**src/rtl/mem_port_arbiter.sv**
```systemverilog
// Round-robin arbiter sharing one memory port between instruction fetch and data access,
// with a req/ack handshake per side and a bounded wait that aborts stalled accesses.
module mem_port_arbiter #(
  parameter int unsigned ADDR_WIDTH = 32,
  parameter int unsigned DATA_WIDTH = 32,
  parameter int unsigned TIMEOUT    = 16
) (
  input  logic                  clk,
  input  logic                  reset,
  input  logic                  if_req,
  input  logic [ADDR_WIDTH-1:0] if_addr,
  output logic                  if_ack,
  output logic [DATA_WIDTH-1:0] if_rdata,
  input  logic                  dm_req,
  input  logic                  dm_we,
  input  logic [ADDR_WIDTH-1:0] dm_addr,
  input  logic [DATA_WIDTH-1:0] dm_wdata,
  output logic                  dm_ack,
  output logic [DATA_WIDTH-1:0] dm_rdata,
  output logic                  bus_err,
  output logic                  sel,
  output logic                  mem_req,
  output logic                  mem_we,
  output logic [ADDR_WIDTH-1:0] mem_addr,
  output logic [DATA_WIDTH-1:0] mem_wdata,
  input  logic [DATA_WIDTH-1:0] mem_rdata,
  input  logic                  mem_ready,
  output logic                  busy
);

  localparam int unsigned CNT_W = (TIMEOUT > 2) ? $clog2(TIMEOUT) : 1;
  localparam logic [CNT_W-1:0] CNT_MAX = CNT_W'(TIMEOUT - 1);

  typedef enum logic [1:0] {IDLE, GNT_IF, GNT_DM, DONE} state_t;

  state_t                state_q, state_d;
  logic                  sel_q, sel_d;
  logic                  last_q, last_d;
  logic [CNT_W-1:0]      cnt_q, cnt_d;
  logic                  if_ack_q, if_ack_d;
  logic                  dm_ack_q, dm_ack_d;
  logic                  err_q, err_d;
  logic                  mem_req_q, mem_req_d;
  logic                  busy_q, busy_d;
  logic [DATA_WIDTH-1:0] if_rdata_q, if_rdata_d;
  logic [DATA_WIDTH-1:0] dm_rdata_q, dm_rdata_d;
  logic                  grant_dm;

  always_ff @(posedge clk) begin
    if (reset) begin
      state_q    <= IDLE;
      sel_q      <= 1'b0;
      last_q     <= 1'b1;
      cnt_q      <= '0;
      if_ack_q   <= 1'b0;
      dm_ack_q   <= 1'b0;
      err_q      <= 1'b0;
      mem_req_q  <= 1'b0;
      busy_q     <= 1'b0;
      if_rdata_q <= '0;
      dm_rdata_q <= '0;
    end else begin
      state_q    <= state_d;
      sel_q      <= sel_d;
      last_q     <= last_d;
      cnt_q      <= cnt_d;
      if_ack_q   <= if_ack_d;
      dm_ack_q   <= dm_ack_d;
      err_q      <= err_d;
      mem_req_q  <= mem_req_d;
      busy_q     <= busy_d;
      if_rdata_q <= if_rdata_d;
      dm_rdata_q <= dm_rdata_d;
    end
  end

  // Acks, bus_err and mem_req are computed one cycle ahead so they leave the block registered.
  always_comb begin
    state_d    = state_q;
    sel_d      = sel_q;
    last_d     = last_q;
    cnt_d      = cnt_q;
    if_ack_d   = 1'b0;
    dm_ack_d   = 1'b0;
    err_d      = 1'b0;
    mem_req_d  = 1'b0;
    if_rdata_d = if_rdata_q;
    dm_rdata_d = dm_rdata_q;
    grant_dm   = dm_req & (~if_req | ~last_q);

    case (state_q)
      IDLE: begin
        if (if_req || dm_req) begin
          state_d   = grant_dm ? GNT_DM : GNT_IF;
          sel_d     = grant_dm;
          cnt_d     = '0;
          mem_req_d = 1'b1;
        end
      end
      GNT_IF, GNT_DM: begin
        if (mem_ready) begin
          if (state_q == GNT_IF) begin
            if_rdata_d = mem_rdata;
          end else if (!dm_we) begin
            dm_rdata_d = mem_rdata;
          end
          last_d   = sel_q;
          if_ack_d = ~sel_q;
          dm_ack_d = sel_q;
          state_d  = DONE;
        end else if (cnt_q == CNT_MAX) begin
          err_d    = 1'b1;
          last_d   = sel_q;
          if_ack_d = ~sel_q;
          dm_ack_d = sel_q;
          state_d  = DONE;
        end else begin
          cnt_d     = cnt_q + CNT_W'(1);
          mem_req_d = 1'b1;
        end
      end
      DONE:    state_d = IDLE;
      default: state_d = IDLE;
    endcase

    busy_d = (state_d != IDLE);
  end

  assign if_ack    = if_ack_q;
  assign dm_ack    = dm_ack_q;
  assign bus_err   = err_q;
  assign if_rdata  = if_rdata_q;
  assign dm_rdata  = dm_rdata_q;
  assign sel       = sel_q;
  assign mem_req   = mem_req_q;
  assign busy      = busy_q;
  assign mem_addr  = sel_q ? dm_addr : if_addr;
  assign mem_we    = mem_req_q & sel_q & dm_we;
  assign mem_wdata = dm_wdata;

endmodule

```
**config.mk**
```make
export PLATFORM = sky130hd
export DESIGN_NAME = mem_port_arbiter
export DESIGN_NICKNAME = d
export VERILOG_FILES = /design/src/rtl/mem_port_arbiter.sv
export SDC_FILE = /design/constraint.sdc
export NUM_CORES = 1
export LEC_CHECK = 0
export CAP_MARGIN = 40
export CORE_MARGIN = 8
export CORE_UTILIZATION = 30
export DETAILED_ROUTE_END_ITERATION = 7
export GPL_TIMING_DRIVEN = 0
export PLACE_DENSITY = 0.77
export REMOVE_ABC_BUFFERS = 1
export SLEW_MARGIN = 20
export SYNTH_ARGS = -nofsm -noshare
export SYNTH_HDL_FRONTEND = slang
export SYNTH_SLANG_ARGS = --single-unit
```
**constraint.sdc**
```tcl
create_clock -name clk -period 1.5 [get_ports clk]
set_input_delay 0.3 -clock clk [delete_from_list [all_inputs] [get_ports clk]]
set_output_delay 0.3 -clock clk [all_outputs]
set_load 0.02 [all_outputs]
```
==> results summary <==
The flow ran to the end, but the final reports show violations. The final reports fail on negative setup slack. The number of warnings reported in the yosys synthesis log is 0. Relative to the synthesized area, the layout overhead comes to 90.5%.

The flop-to-flop setup slack is -0.03 ns. For met3 alone, demand over resource in global routing was 12.4%. STA puts the critical path data required time at 1.20 ns. The worst-case setup margin in the final layout is -0.205 ns. The total detailed-routing wirelength came out at 16400 um. The aggregate negative setup slack is -6.02 ns. The number of I/O port buffers is 204. The largest total area in the synthesized netlist belongs to sky130_fd_sc_hd__dfxtp_1. The number of synthesized flops with an enable pin is 0.

The first global-routing pass estimated 22000 um of wire. The number of flip-flops and latches in the synthesized netlist is 77. The number of primary I/O pins is 269.

The via count of the routed design came out at 3760. The path class of the tightest hold or removal check is in -> reg. The buffer cell driving the clock tree root is sky130_fd_sc_hd__clkbuf_16. The met1 demand-to-capacity share in global routing is 19.6%.

The number of instances in the synthesized netlist is 413. The number of nets in the layout is 732. The vertical die dimension came out at 123 um. The critical path capture point type is an output pin. The initialized floorplan defines 39 standard-cell rows. The count of unique library cells instantiated by Yosys is 33.

The count of final hold-check violations is 0. Once the floorplan was initialized, standard cells occupied 30.3% of the core. The worst setup path is launched from a flop. Clock-pin slew was measured on the worst setup and hold paths at 0.06 ns.

The clock period minus worst slack is 1.70 ns. The peak supply drop is 603 uV. In this run, post-CTS hold repair placed 0 buffers.

The transition time at the pin with the least slew margin is 0.668 ns. The full die area came out at 15100 um^2. The routability congestion estimate is 0.788. The top cell type's share of synthesized area came out at 45.1%. Clock skew on the completed layout was measured at 0.00828 ns. The power density over the cells came out at 1020 nW/um^2. The count of max-cap constraint violations came out at 0. On the worst path, the slowest cell contributes a delay of 0.44 ns. The number of clock buffers inserted by TritonCTS is 9. The mean number of vias per cell came out at 5.07.

Among all stages on the critical path, the largest delay is contributed by sky130_fd_sc_hd__dfxtp_4. The worst-skew pair later-pin latency is 0.33 ns. The global-route usage over all layers is 19.6%. The post-detailed-route wirelength per cell came out at 22.2 um. The standard cell core area came out at 11300 um^2. The leakage power is 2.73 nW. The worst slew margin relative to its limit is 55.5%. The first-iteration detailed-routing DRC count came out at 287. The share of final-layout standard cells stronger than drive strength 1 came out at 34.1%.

The fmax is 0.587 GHz. The H-tree depth reported by CTS is 3. The ratio of final minimum period to clock period came out at 114%. The final cell area excluding filler cells is 6510 um^2. For this run, the detailed router's first-pass iteration total came to 4. The met2 routing resource usage after global routing came out at 32.8%.

The post-route antenna net violation count came out at 0. The top fanout value on the critical path came out at 7. The sequential-to-total area share from yosys stat came out at 45.1%.

The die span in x is 123 um. After global routing the overflow that remains totals 0. The number of antenna violations at the first check in global routing came to 0. The area of the mapped netlist came out at 3420 um^2. met2 is the most crowded layer. The final number of max-transition violations is 0. The post-placement cell area came out at 5290 um^2. Sorting the synthesized cells by area gives the leading types as sky130_fd_sc_hd__dfxtp_1 45%, sky130_fd_sc_hd__nand2_1 14%, sky130_fd_sc_hd__mux2_2 11%. The sum of net half-perimeters after detailed placement came out at 10100 um. The number of buffers between clock root and the deepest sink is 2. The predominant post-synthesis flop cell is sky130_fd_sc_hd__dfxtp_1. The setup path with the least slack is of type reg -> out. The async set-reset flop share out of synthesis is 0%.

The signal on the critical path passes through clkbuf_16, mux2_4, buf_6. TritonCTS built the clock tree. A synthesized cell averages 8.28 um^2. Entering global routing, the biggest net connects 73 pins. The number of clock sinks came out at 77. After detailed routing, the number of remaining DRC violations is 0. Data on the critical path arrives at its endpoint at 1.40 ns.

Setup repair after global routing could not meet its margin everywhere. The via count of the first global-routing pass came out at 3847. Setup violations remaining at the end of the flow were counted as 45.

The antenna diode instance count came out at 0.
-- logic make-up after synthesis --
family	share of synthesized area [%]
muxes	10.9
adders and majority gates	1.46
AOI/OAI and AO/OA	13.7
buffers and inverters	10.9
and+or+nand+nor	18.0
DFF	45.1
-- critical path, delay by kind of cell, from the launching register on --
family / cells / cell delay [ns]
flops: 1 / 0.44
buf+inv: 2 / 0.32
mux: 1 / 0.30
-- worst paths after layout --
kind	startpoint	to	cells past startpoint
hold / removal	reset	dm_rdata[15]$_SDFFE_PP0P_	2
setup / recovery	sel$_SDFFE_PP0P_	mem_addr[9]	3
hold reg to reg	if_rdata[0]$_SDFFE_PP0P_	if_rdata[0]$_SDFFE_PP0P_	2
setup reg to reg	state_q[0]$_SDFF_PP0_	dm_rdata[23]$_SDFFE_PP0P_	6
-- metrics by stage --
| stage | std cells | utilization, % | hold slack, ns | setup WS [ns] | total power, mW |
|---|---|---|---|---|---|
| detailed placement | 701 | 46.9 | 0.447 | -0.647 | 3.72 |
| global route | 742 | 57.8 | 0.459 | -0.244 | 6.89 |
| global placement | 701 | 46.9 | 0.441 | -1.95 | 3.68 |
| finish | 742 | 57.8 | 0.442 | -0.205 | 6.64 |
| CTS | 740 | 52.7 | 0.452 | -0.233 | 6.38 |
| floorplan | 354 | - | 0.369 | -0.438 | 2.90 |
-- what timing repair did --
| action | 4_1_cts | 5_1_grt |
|---|---|---|
| buffers inserted | 15 | 1 |
| pin swaps | 5 | 45 |
| cloned | 8 | 3 |
| setup endpoints to repair | 174 | 73 |
| gates resized for setup | 282 | 162 |
-- power breakdown --
group / internal, mW / leakage, nW / switching [mW]
combinational: 1.03 / 1.94 / 0.974
clock: 1.55 / 0.162 / 0.849
sequential: 2.16 / 0.626 / 0.0810
-- cell usage after synthesis, types with 2 or more instances --
master / count
sky130_fd_sc_hd__and3_1: 2
sky130_fd_sc_hd__nor2_1: 6
sky130_fd_sc_hd__ha_1: 4
sky130_fd_sc_hd__nand3_1: 2
sky130_fd_sc_hd__nor3b_1: 2
sky130_fd_sc_hd__buf_4: 32
sky130_fd_sc_hd__dfxtp_1: 77
sky130_fd_sc_hd__a21boi_0: 2
sky130_fd_sc_hd__nor3_1: 2
sky130_fd_sc_hd__o21ai_0: 3
sky130_fd_sc_hd__nand2_1: 131
sky130_fd_sc_hd__a211oi_1: 2
sky130_fd_sc_hd__buf_2: 12
sky130_fd_sc_hd__inv_1: 4
sky130_fd_sc_hd__nand4b_1: 2
sky130_fd_sc_hd__mux2_2: 33
sky130_fd_sc_hd__a21oi_1: 65
sky130_fd_sc_hd__a31oi_1: 2
sky130_fd_sc_hd__clkbuf_1: 14
sky130_fd_sc_hd__and2_1: 2
sky130_fd_sc_hd__o21bai_1: 2
-- metal layers --
metal	wire length, um	share of wire [%]	vias up
li1	-	-	1713
met1	5930	36	1794
met2	8040	49	236
met3	2210	13	17
met4	256	1.6	0
met5	0	0	-
-- state kept, by name, indices dropped and copies added, names as in the netlist --
name and cells:
dm_ack 1, mem_req 1, bus_err 1, if_rdata 32, cnt_q 4, dm_rdata 32, sel 1, last_q 1
if_ack 1, state_q 2, busy 1
-- cell usage in the layout, fill, tap and decap left out, drive strengths merged, types with 2 or more instances in the layout --
| cell | n |
|---|---|
| a211oi | 2 |
| a21boi | 2 |
| a21oi | 65 |
| a31oi | 2 |
| and2 | 2 |
| and3 | 5 |
| buf | 50 |
| bufinv | 2 |
| clkbuf | 15 |
| clkdlybuf4s50 | 99 |
| dfxtp | 77 |
| dlygate4sd2 | 69 |
| ha | 4 |
| inv | 5 |
| mux2 | 33 |
| nand2 | 131 |
| nand3 | 4 |
| nand4b | 2 |
| nor2 | 6 |
| nor3 | 2 |
| nor3b | 2 |
| o21ai | 4 |
| o21bai | 2 |
-- cell type report --
| class | count | area [um^2] |
|---|---|---|
| tap | 143 | 179 |
| clock buffer | 11 | 253 |
| sequential | 77 | 1550 |
| multi-input combinational | 278 | 2120 |
| fill | 901 | 4760 |
| clock inverter | 5 | 81.3 |
| timing repair buffer | 224 | 2310 |
| inverter | 4 | 17.5 |
No activity file was read; power rests on OpenSTA's default activity.
